## src/rtl/alarm_trigger_if.sv

```systemverilog
// Signal bundle between the alarm trigger and its neighbours: clock time and
// alarm time in, button/arm levels in, ring status and buzzer drive out.
interface alarm_trigger_if;
  logic        TICK;
  logic        ENABLE;
  logic        SNOOZE;
  logic        STOP;
  logic [7:0]  cur_seconds;
  logic [7:0]  cur_minutes;
  logic [7:0]  cur_hours;
  logic [7:0]  alarm_seconds;
  logic [7:0]  alarm_minutes;
  logic [7:0]  alarm_hours;
  logic        armed;
  logic        ringing;
  logic        snoozing;
  logic        buzz;
  logic [1:0]  snoozes_used;
  logic [15:0] remaining;

  // Time sources, switches and buttons drive the trigger.
  modport master (
    output TICK, ENABLE, SNOOZE, STOP,
    output cur_seconds, cur_minutes, cur_hours,
    output alarm_seconds, alarm_minutes, alarm_hours,
    input  armed, ringing, snoozing, buzz, snoozes_used, remaining
  );

  // The trigger itself.
  modport slave (
    input  TICK, ENABLE, SNOOZE, STOP,
    input  cur_seconds, cur_minutes, cur_hours,
    input  alarm_seconds, alarm_minutes, alarm_hours,
    output armed, ringing, snoozing, buzz, snoozes_used, remaining
  );
endinterface

```

## src/rtl/alarm_trigger.sv

```systemverilog
// Alarm trigger: compares clock time with alarm time on each 1 Hz tick and
// runs the IDLE/ARMED/RINGING/SNOOZED machine that drives the buzzer.
module alarm_trigger #(
  parameter int RING_SECS   = 60,
  parameter int SNOOZE_SECS = 300,
  parameter int MAX_SNOOZES = 3
) (
  input  logic           CLK,
  input  logic           RESET,
  alarm_trigger_if.slave bus
);

  localparam logic [15:0] RING_LEN  = RING_SECS[15:0];
  localparam logic [15:0] SNZ_LEN   = SNOOZE_SECS[15:0];
  localparam logic [1:0]  SNZ_LIMIT = MAX_SNOOZES[1:0];

  typedef enum logic [1:0] {
    S_IDLE,
    S_ARMED,
    S_RINGING,
    S_SNOOZED
  } state_t;

  state_t      r_state;
  state_t      w_state_nxt;
  logic        r_snz_q;
  logic        r_stp_q;
  logic        r_buzz;
  logic        w_buzz_nxt;
  logic [1:0]  r_used;
  logic [1:0]  w_used_nxt;
  logic [15:0] r_rem;
  logic [15:0] w_rem_nxt;

  logic        w_snz_edge;
  logic        w_stp_edge;
  logic        w_match;

  // Buttons act only on their rising edge; a held level never retriggers.
  assign w_snz_edge = bus.SNOOZE & ~r_snz_q;
  assign w_stp_edge = bus.STOP & ~r_stp_q;

  // Full 8-bit compare per field, so out-of-range alarm values never match.
  assign w_match = bus.TICK
                && (bus.cur_seconds == bus.alarm_seconds)
                && (bus.cur_minutes == bus.alarm_minutes)
                && (bus.cur_hours   == bus.alarm_hours);

  // State, counters and button history; reset is synchronous.
  always_ff @(posedge CLK) begin
    // NOTE: non-blocking assignments so every register samples pre-edge values.
    if (!RESET) begin
      r_state <= S_IDLE;
      r_snz_q <= 1'b0;
      r_stp_q <= 1'b0;
      r_buzz  <= 1'b0;
      r_used  <= 2'd0;
      r_rem   <= 16'd0;
    end else begin
      r_state <= w_state_nxt;
      r_snz_q <= bus.SNOOZE;
      r_stp_q <= bus.STOP;
      r_buzz  <= w_buzz_nxt;
      r_used  <= w_used_nxt;
      r_rem   <= w_rem_nxt;
    end
  end

  // Next state and next counter values: disarm, stop, snooze, then tick events.
  always_comb begin
    // NOTE: hold values are assigned first so no branch can infer a latch.
    w_state_nxt = r_state;
    w_buzz_nxt  = r_buzz;
    w_used_nxt  = r_used;
    w_rem_nxt   = r_rem;

    if (!bus.ENABLE) begin
      // Abandon the event; the snooze count stays visible until the next match.
      w_state_nxt = S_IDLE;
      w_buzz_nxt  = 1'b0;
      w_rem_nxt   = 16'd0;
    end else begin
      case (r_state)
        S_IDLE: begin
          w_state_nxt = S_ARMED;
          w_buzz_nxt  = 1'b0;
          w_rem_nxt   = 16'd0;
        end

        S_ARMED: begin
          if (w_match) begin
            w_state_nxt = S_RINGING;
            w_rem_nxt   = RING_LEN;
            w_used_nxt  = 2'd0;
            w_buzz_nxt  = 1'b0;
          end
        end

        S_RINGING: begin
          if (w_stp_edge) begin
            w_state_nxt = S_ARMED;
            w_buzz_nxt  = 1'b0;
            w_rem_nxt   = 16'd0;
          end else if (w_snz_edge && (r_used < SNZ_LIMIT)) begin
            // Snooze beats the final tick of a ring.
            w_state_nxt = S_SNOOZED;
            w_rem_nxt   = SNZ_LEN;
            w_used_nxt  = r_used + 2'd1;
            w_buzz_nxt  = 1'b0;
          end else if (bus.TICK) begin
            if (r_rem == 16'd1) begin
              w_state_nxt = S_ARMED;
              w_buzz_nxt  = 1'b0;
              w_rem_nxt   = 16'd0;
            end else begin
              w_buzz_nxt  = ~r_buzz;
              w_rem_nxt   = r_rem - 16'd1;
            end
          end
        end

        S_SNOOZED: begin
          if (w_stp_edge) begin
            w_state_nxt = S_ARMED;
            w_buzz_nxt  = 1'b0;
            w_rem_nxt   = 16'd0;
          end else if (bus.TICK) begin
            if (r_rem == 16'd1) begin
              w_state_nxt = S_RINGING;
              w_rem_nxt   = RING_LEN;
              w_buzz_nxt  = 1'b0;
            end else begin
              w_rem_nxt   = r_rem - 16'd1;
            end
          end
        end

        default: begin
          w_state_nxt = S_IDLE;
          w_buzz_nxt  = 1'b0;
          w_rem_nxt   = 16'd0;
        end
      endcase
    end
  end

  // Status flags decode straight from the state register.
  assign bus.armed        = (r_state == S_ARMED);
  assign bus.ringing      = (r_state == S_RINGING);
  assign bus.snoozing     = (r_state == S_SNOOZED);
  assign bus.buzz         = r_buzz;
  assign bus.snoozes_used = r_used;
  assign bus.remaining    = r_rem;

endmodule

```

## src/flat_wrapper.sv

```systemverilog
// flat-port wrapper written by rule: the top's interface ports become plain ports
module alarm_trigger_flat 
#(
  parameter int RING_SECS   = 60,
  parameter int SNOOZE_SECS = 300,
  parameter int MAX_SNOOZES = 3
)
  (CLK, RESET, bus_TICK, bus_ENABLE, bus_SNOOZE, bus_STOP, bus_cur_seconds, bus_cur_minutes, bus_cur_hours, bus_alarm_seconds, bus_alarm_minutes, bus_alarm_hours, bus_armed, bus_ringing, bus_snoozing, bus_buzz, bus_snoozes_used, bus_remaining);
  alarm_trigger_if bus_i ();
  input  logic CLK;
  input  logic RESET;
  input wire logic [$bits(bus_i.TICK)-1:0] bus_TICK;
  input wire logic [$bits(bus_i.ENABLE)-1:0] bus_ENABLE;
  input wire logic [$bits(bus_i.SNOOZE)-1:0] bus_SNOOZE;
  input wire logic [$bits(bus_i.STOP)-1:0] bus_STOP;
  input wire logic [$bits(bus_i.cur_seconds)-1:0] bus_cur_seconds;
  input wire logic [$bits(bus_i.cur_minutes)-1:0] bus_cur_minutes;
  input wire logic [$bits(bus_i.cur_hours)-1:0] bus_cur_hours;
  input wire logic [$bits(bus_i.alarm_seconds)-1:0] bus_alarm_seconds;
  input wire logic [$bits(bus_i.alarm_minutes)-1:0] bus_alarm_minutes;
  input wire logic [$bits(bus_i.alarm_hours)-1:0] bus_alarm_hours;
  output wire logic [$bits(bus_i.armed)-1:0] bus_armed;
  output wire logic [$bits(bus_i.ringing)-1:0] bus_ringing;
  output wire logic [$bits(bus_i.snoozing)-1:0] bus_snoozing;
  output wire logic [$bits(bus_i.buzz)-1:0] bus_buzz;
  output wire logic [$bits(bus_i.snoozes_used)-1:0] bus_snoozes_used;
  output wire logic [$bits(bus_i.remaining)-1:0] bus_remaining;
  assign bus_i.TICK = bus_TICK;
  assign bus_i.ENABLE = bus_ENABLE;
  assign bus_i.SNOOZE = bus_SNOOZE;
  assign bus_i.STOP = bus_STOP;
  assign bus_i.cur_seconds = bus_cur_seconds;
  assign bus_i.cur_minutes = bus_cur_minutes;
  assign bus_i.cur_hours = bus_cur_hours;
  assign bus_i.alarm_seconds = bus_alarm_seconds;
  assign bus_i.alarm_minutes = bus_alarm_minutes;
  assign bus_i.alarm_hours = bus_alarm_hours;
  assign bus_armed = bus_i.armed;
  assign bus_ringing = bus_i.ringing;
  assign bus_snoozing = bus_i.snoozing;
  assign bus_buzz = bus_i.buzz;
  assign bus_snoozes_used = bus_i.snoozes_used;
  assign bus_remaining = bus_i.remaining;
  alarm_trigger #(.RING_SECS(RING_SECS), .SNOOZE_SECS(SNOOZE_SECS), .MAX_SNOOZES(MAX_SNOOZES)) u_core (.CLK(CLK), .RESET(RESET), .bus(bus_i));
endmodule
```

## config.mk

```make
export PLATFORM = sky130hd
export DESIGN_NAME = alarm_trigger_flat
export DESIGN_NICKNAME = d
export VERILOG_FILES = /design/src/rtl/alarm_trigger_if.sv /design/src/rtl/alarm_trigger.sv /design/src/flat_wrapper.sv
export SDC_FILE = /design/constraint.sdc
export NUM_CORES = 1
export LEC_CHECK = 0
export BUFFER_PORTS_ARGS = -buffer_cell sky130_fd_sc_hd__buf_2
export CAP_MARGIN = 20
export CORE_ASPECT_RATIO = 0.9
export CORE_MARGIN = 1
export CORE_UTILIZATION = 51
export DETAILED_ROUTE_END_ITERATION = 7
export PLACE_DENSITY = 0.81
export SLEW_MARGIN = 20
export SYNTH_ARGS = -nofsm -noshare
export SYNTH_HDL_FRONTEND = slang
export SYNTH_SLANG_ARGS = --single-unit
```

## constraint.sdc

```tcl
create_clock -name CLK -period 4 [get_ports CLK]
set_input_delay 0.8 -clock CLK [delete_from_list [all_inputs] [get_ports CLK]]
set_output_delay 0.8 -clock CLK [all_outputs]
set_load 0.01 [all_outputs]
```

==> flow_summary.json <==
{
  "floorplan.io_pins": 76,
  "post_cts.repair.setup_buffers": 0,
  "timing.critical_path.arrival_ns": 2.64,
  "timing.final.max_slew_violations": 0,
  "synth_ff_type": "dfxtp_1",
  "core-area_um2": 3110,
  "cts_htree_levels": 1,
  "grt_setup_unrepaired": "no",
  "tritoncts": "done",
  "critPathMaxStageDelay_ns": 0.42,
  "total_power_uw": 496,
  "max_freq_mhz": 409,
  "worst-path-stages": 8,
  "critical_path.n_buffers_inverters": 2,
  "first_pass_grt_wire_length_um": 7620,
  "synth_seq_area_share_pct": 27.0,
  "cp_startpoint_kind": "input port",
  "syn_area_um2": 1710,
  "critical-path-top-cell-by-count": "a21oi_1",
  "setup.worst_path.class": "in2reg",
  "num_rows": 19,
  "floorplan.initialDensity_pct": 54.8,
  "post_drt_via_cell_ratio": 5.73,
  "clock_sink_count": 23,
  "totalWireLength_um": 4530,
  "worst_path_max_delay_cell": "nor4_1",
  "gpl.final_weighted_congestion": 0.831,
  "finalSetupViolCount": 0,
  "postSynthAreaPerCell_um2": 8.02,
  "synth.distinct_cells": 51,
  "status": "finished, final reports clean",
  "flow.area_growth_from_synthesis_pct": 25.4,
  "die_height_um": 56.9,
  "synth.area.top_cells": "dfxtp_1 (27%), xnor2_1 (13%), a21oi_1 (6.2%)",
  "startpoint_of_the_most_critical_hold_path": "u_core.bus.buzz",
  "route.antenna.remaining_nets": 0,
  "dieWidth_um": 63,
  "netlist_instances": 213,
  "cts_root_buf": "clkbuf_8",
  "worstSkewPairLatency_ns": 0.27,
  "net_count_of_the_finished_layout": 345,
  "grt_remaining_overflow": 0,
  "drc": 0,
  "final_hold_viol_count": 0,
  "worst_setup_path_end_kind": "register",
  "post_cts_resize_count": 0,
  "grtUsageTotal_pct": 26.3,
  "drt_first_pass_iters": 4,
  "clk_pin_slew_worst_paths_ns": 0.08,
  "netlist.area_leader.share_pct": 27.0,
  "synth.net_count": 270,
  "crit_chain": "buf_2 > nor4b_2 > nor4b_1 > nor4_1 > a21oi_1 > buf_4 > or4_1 > a21oi_1",
  "first_global_vias": 1728,
  "number_of_flops_mapped_to_enable_cells_by_yosys": 0,
  "synth-warning-count": 0,
  "period_share_pct": 61.1,
  "type_of_the_tightest_min_delay_check": "reg2reg",
  "min_path_cells": 2,
  "worst_case_register_to_register_setup_slack_ns": 1.59,
  "period_minus_slack_ns": 2.44,
  "worstReg2RegEnd": "u_core.bus.buzz",
  "hold_bufs_at_cts": 0,
  "fin_setup_tns_ns": 0,
  "buffer_ports.inserted": 75,
  "detail_route.wl_per_cell_um": 13.8,
  "max-vdd-ir-drop_mv": 0.267,
  "timing.reg2reg.worst_path_depth": 8,
  "cellLeakagePower_uw": 0.000879,
  "post-route-util_pct": 68.8,
  "proportion_of_layout_cells_with_a_drive_suffix_above_1_pct": 32.4,
  "timing_worst_slew_pin_value_ns": 0.670,
  "detailedRoute.firstIterationViolations": 150,
  "grt_max_degree": 18,
  "most_frequent_cells_in_the_layout": "buf_2 (75), xnor2_1 (25), dfxtp_1 (23)",
  "detailed_place.area_um2": 2100,
  "critical_path_peak_fanout": 17,
  "dp_hpwl_um": 3500,
  "worstReg2RegStart": "u_core.bus.snoozes_used[0]",
  "route.vias.total": 1886,
  "antenna-diode-count": 0,
  "synth-async-reset-ratio_pct": 0,
  "clock_skew_ns": 0.00841,
  "worstPathRequired_ns": 4.20,
  "finalInstanceArea_um2": 2140,
  "numCtsBuffers": 3,
  "grt_antenna_before_repair": 0,
  "final_common_cell": "buf_2",
  "synth_seq_cells": 23,
  "cp_top_family": "simple AND/OR/NAND/NOR gates",
  "max_cap_violations": 0,
  "hold_slack_ns": 0.509,
  "synth_top_cell_by_area": "dfxtp_1",
  "slew_headroom_pct": 55.0,
  "power_per_cell_area_nw_per_um2": 232,
  "clock_path_buffers": 2,
  "hold_endpoint": "u_core.bus.buzz",
  "die_area_um2": 3580
}
## power breakdown
| part | total, uW | switching (uW) | internal (uW) | leakage, uW |
|---|---|---|---|---|
| logic | 111 | 56.0 | 54.7 | 0.000670 |
| clock network | 148 | 76.5 | 71.1 | 0.0000228 |
| registers | 238 | 5.52 | 232 | 0.000186 |
| total | 496 | 138 | 358 | 0.000879 |
## routing by layer
metal	vias to the layer above	GRT usage, %	routed length (um)	part of all wire [%]
li1	940	-	-	-
met1	864	36.5	2090	46
met2	80	42.1	2110	47
met3	2	5.08	311	6.9
met4	0	5.98	18	0.40
met5	-	0	0	0
## cell usage after synthesis, types with 3 or more instances
| master | number |
|---|---|
| o21ai_0 | 12 |
| o31ai_1 | 3 |
| or4_1 | 4 |
| and2_1 | 4 |
| nor3_1 | 4 |
| a221oi_1 | 3 |
| xnor2_1 | 25 |
| nand3_1 | 9 |
| ha_1 | 3 |
| nand2b_1 | 4 |
| a21oi_1 | 21 |
| nor2_1 | 11 |
| nand2_1 | 16 |
| inv_1 | 7 |
| nand4_1 | 10 |
| dfxtp_1 | 23 |
| a21o_1 | 3 |
| o211ai_1 | 3 |
| or4_4 | 3 |
| nor4_1 | 5 |
## worst reg2reg max path, stage by stage (launching register included)
cell and delay (ns):
dfxtp_1 0.34, ha_1 0.24, nor4b_2 0.34, nor4b_1 0.15
nor4_1 0.42, a21oi_1 0.12, buf_4 0.21, or4_1 0.41
a21oi_1 0.12
## flip-flops by register name, summed over array words and instances (netlist names)
| name | cells |
|---|---|
| u_core.bus.snoozes_used | 2 |
| u_core.r_state | 2 |
| u_core.bus.remaining | 16 |
| u_core.r_stp_q | 1 |
| u_core.r_snz_q | 1 |
| u_core.bus.buzz | 1 |
## worst max path at each step
stage,start,endpoint,slack [ns]
6_report,bus_SNOOZE,u_core.bus.buzz,1.56
5_1_grt,bus_SNOOZE,u_core.bus.buzz,1.33
4_1_cts,bus_SNOOZE,u_core.bus.buzz,1.55
3_5_place_dp,bus_SNOOZE,u_core.bus.buzz,1.29
3_3_place_gp,bus_SNOOZE,u_core.bus.buzz,1.27
2_1_floorplan,bus_SNOOZE,u_core.bus.remaining[14],1.66
## per-stage QoR
step           setup slack, ns  cells
6_report                  1.56    329
5_1_grt                   1.33    329
4_1_cts                   1.55    329
3_5_place_dp              1.29    325
3_3_place_gp              1.27    325
2_1_floorplan             1.66    213
## cell type report
cell class                 instances  area, um2
sequential                        23        460
inverter                           7       26.3
tap                               42       52.6
fill                             285        972
timing repair buffer              76        383
multi-input combinational        177       1170
clock buffer                       4       45.0
## cell families after synthesis
| logic type | Yosys count | synth area share, % |
|---|---|---|
| adders and majority gates | 3 | 2.20 |
| AOI/OAI and AO/OA | 61 | 22.5 |
| buffers and inverters | 13 | 4.25 |
| and+or+nand+nor | 87 | 30.7 |
| muxes | 1 | 0.586 |
| DFF | 23 | 27.0 |
| xor gates and xnor gates | 25 | 12.8 |
Note: power is estimated with default switching activity, not from simulation.
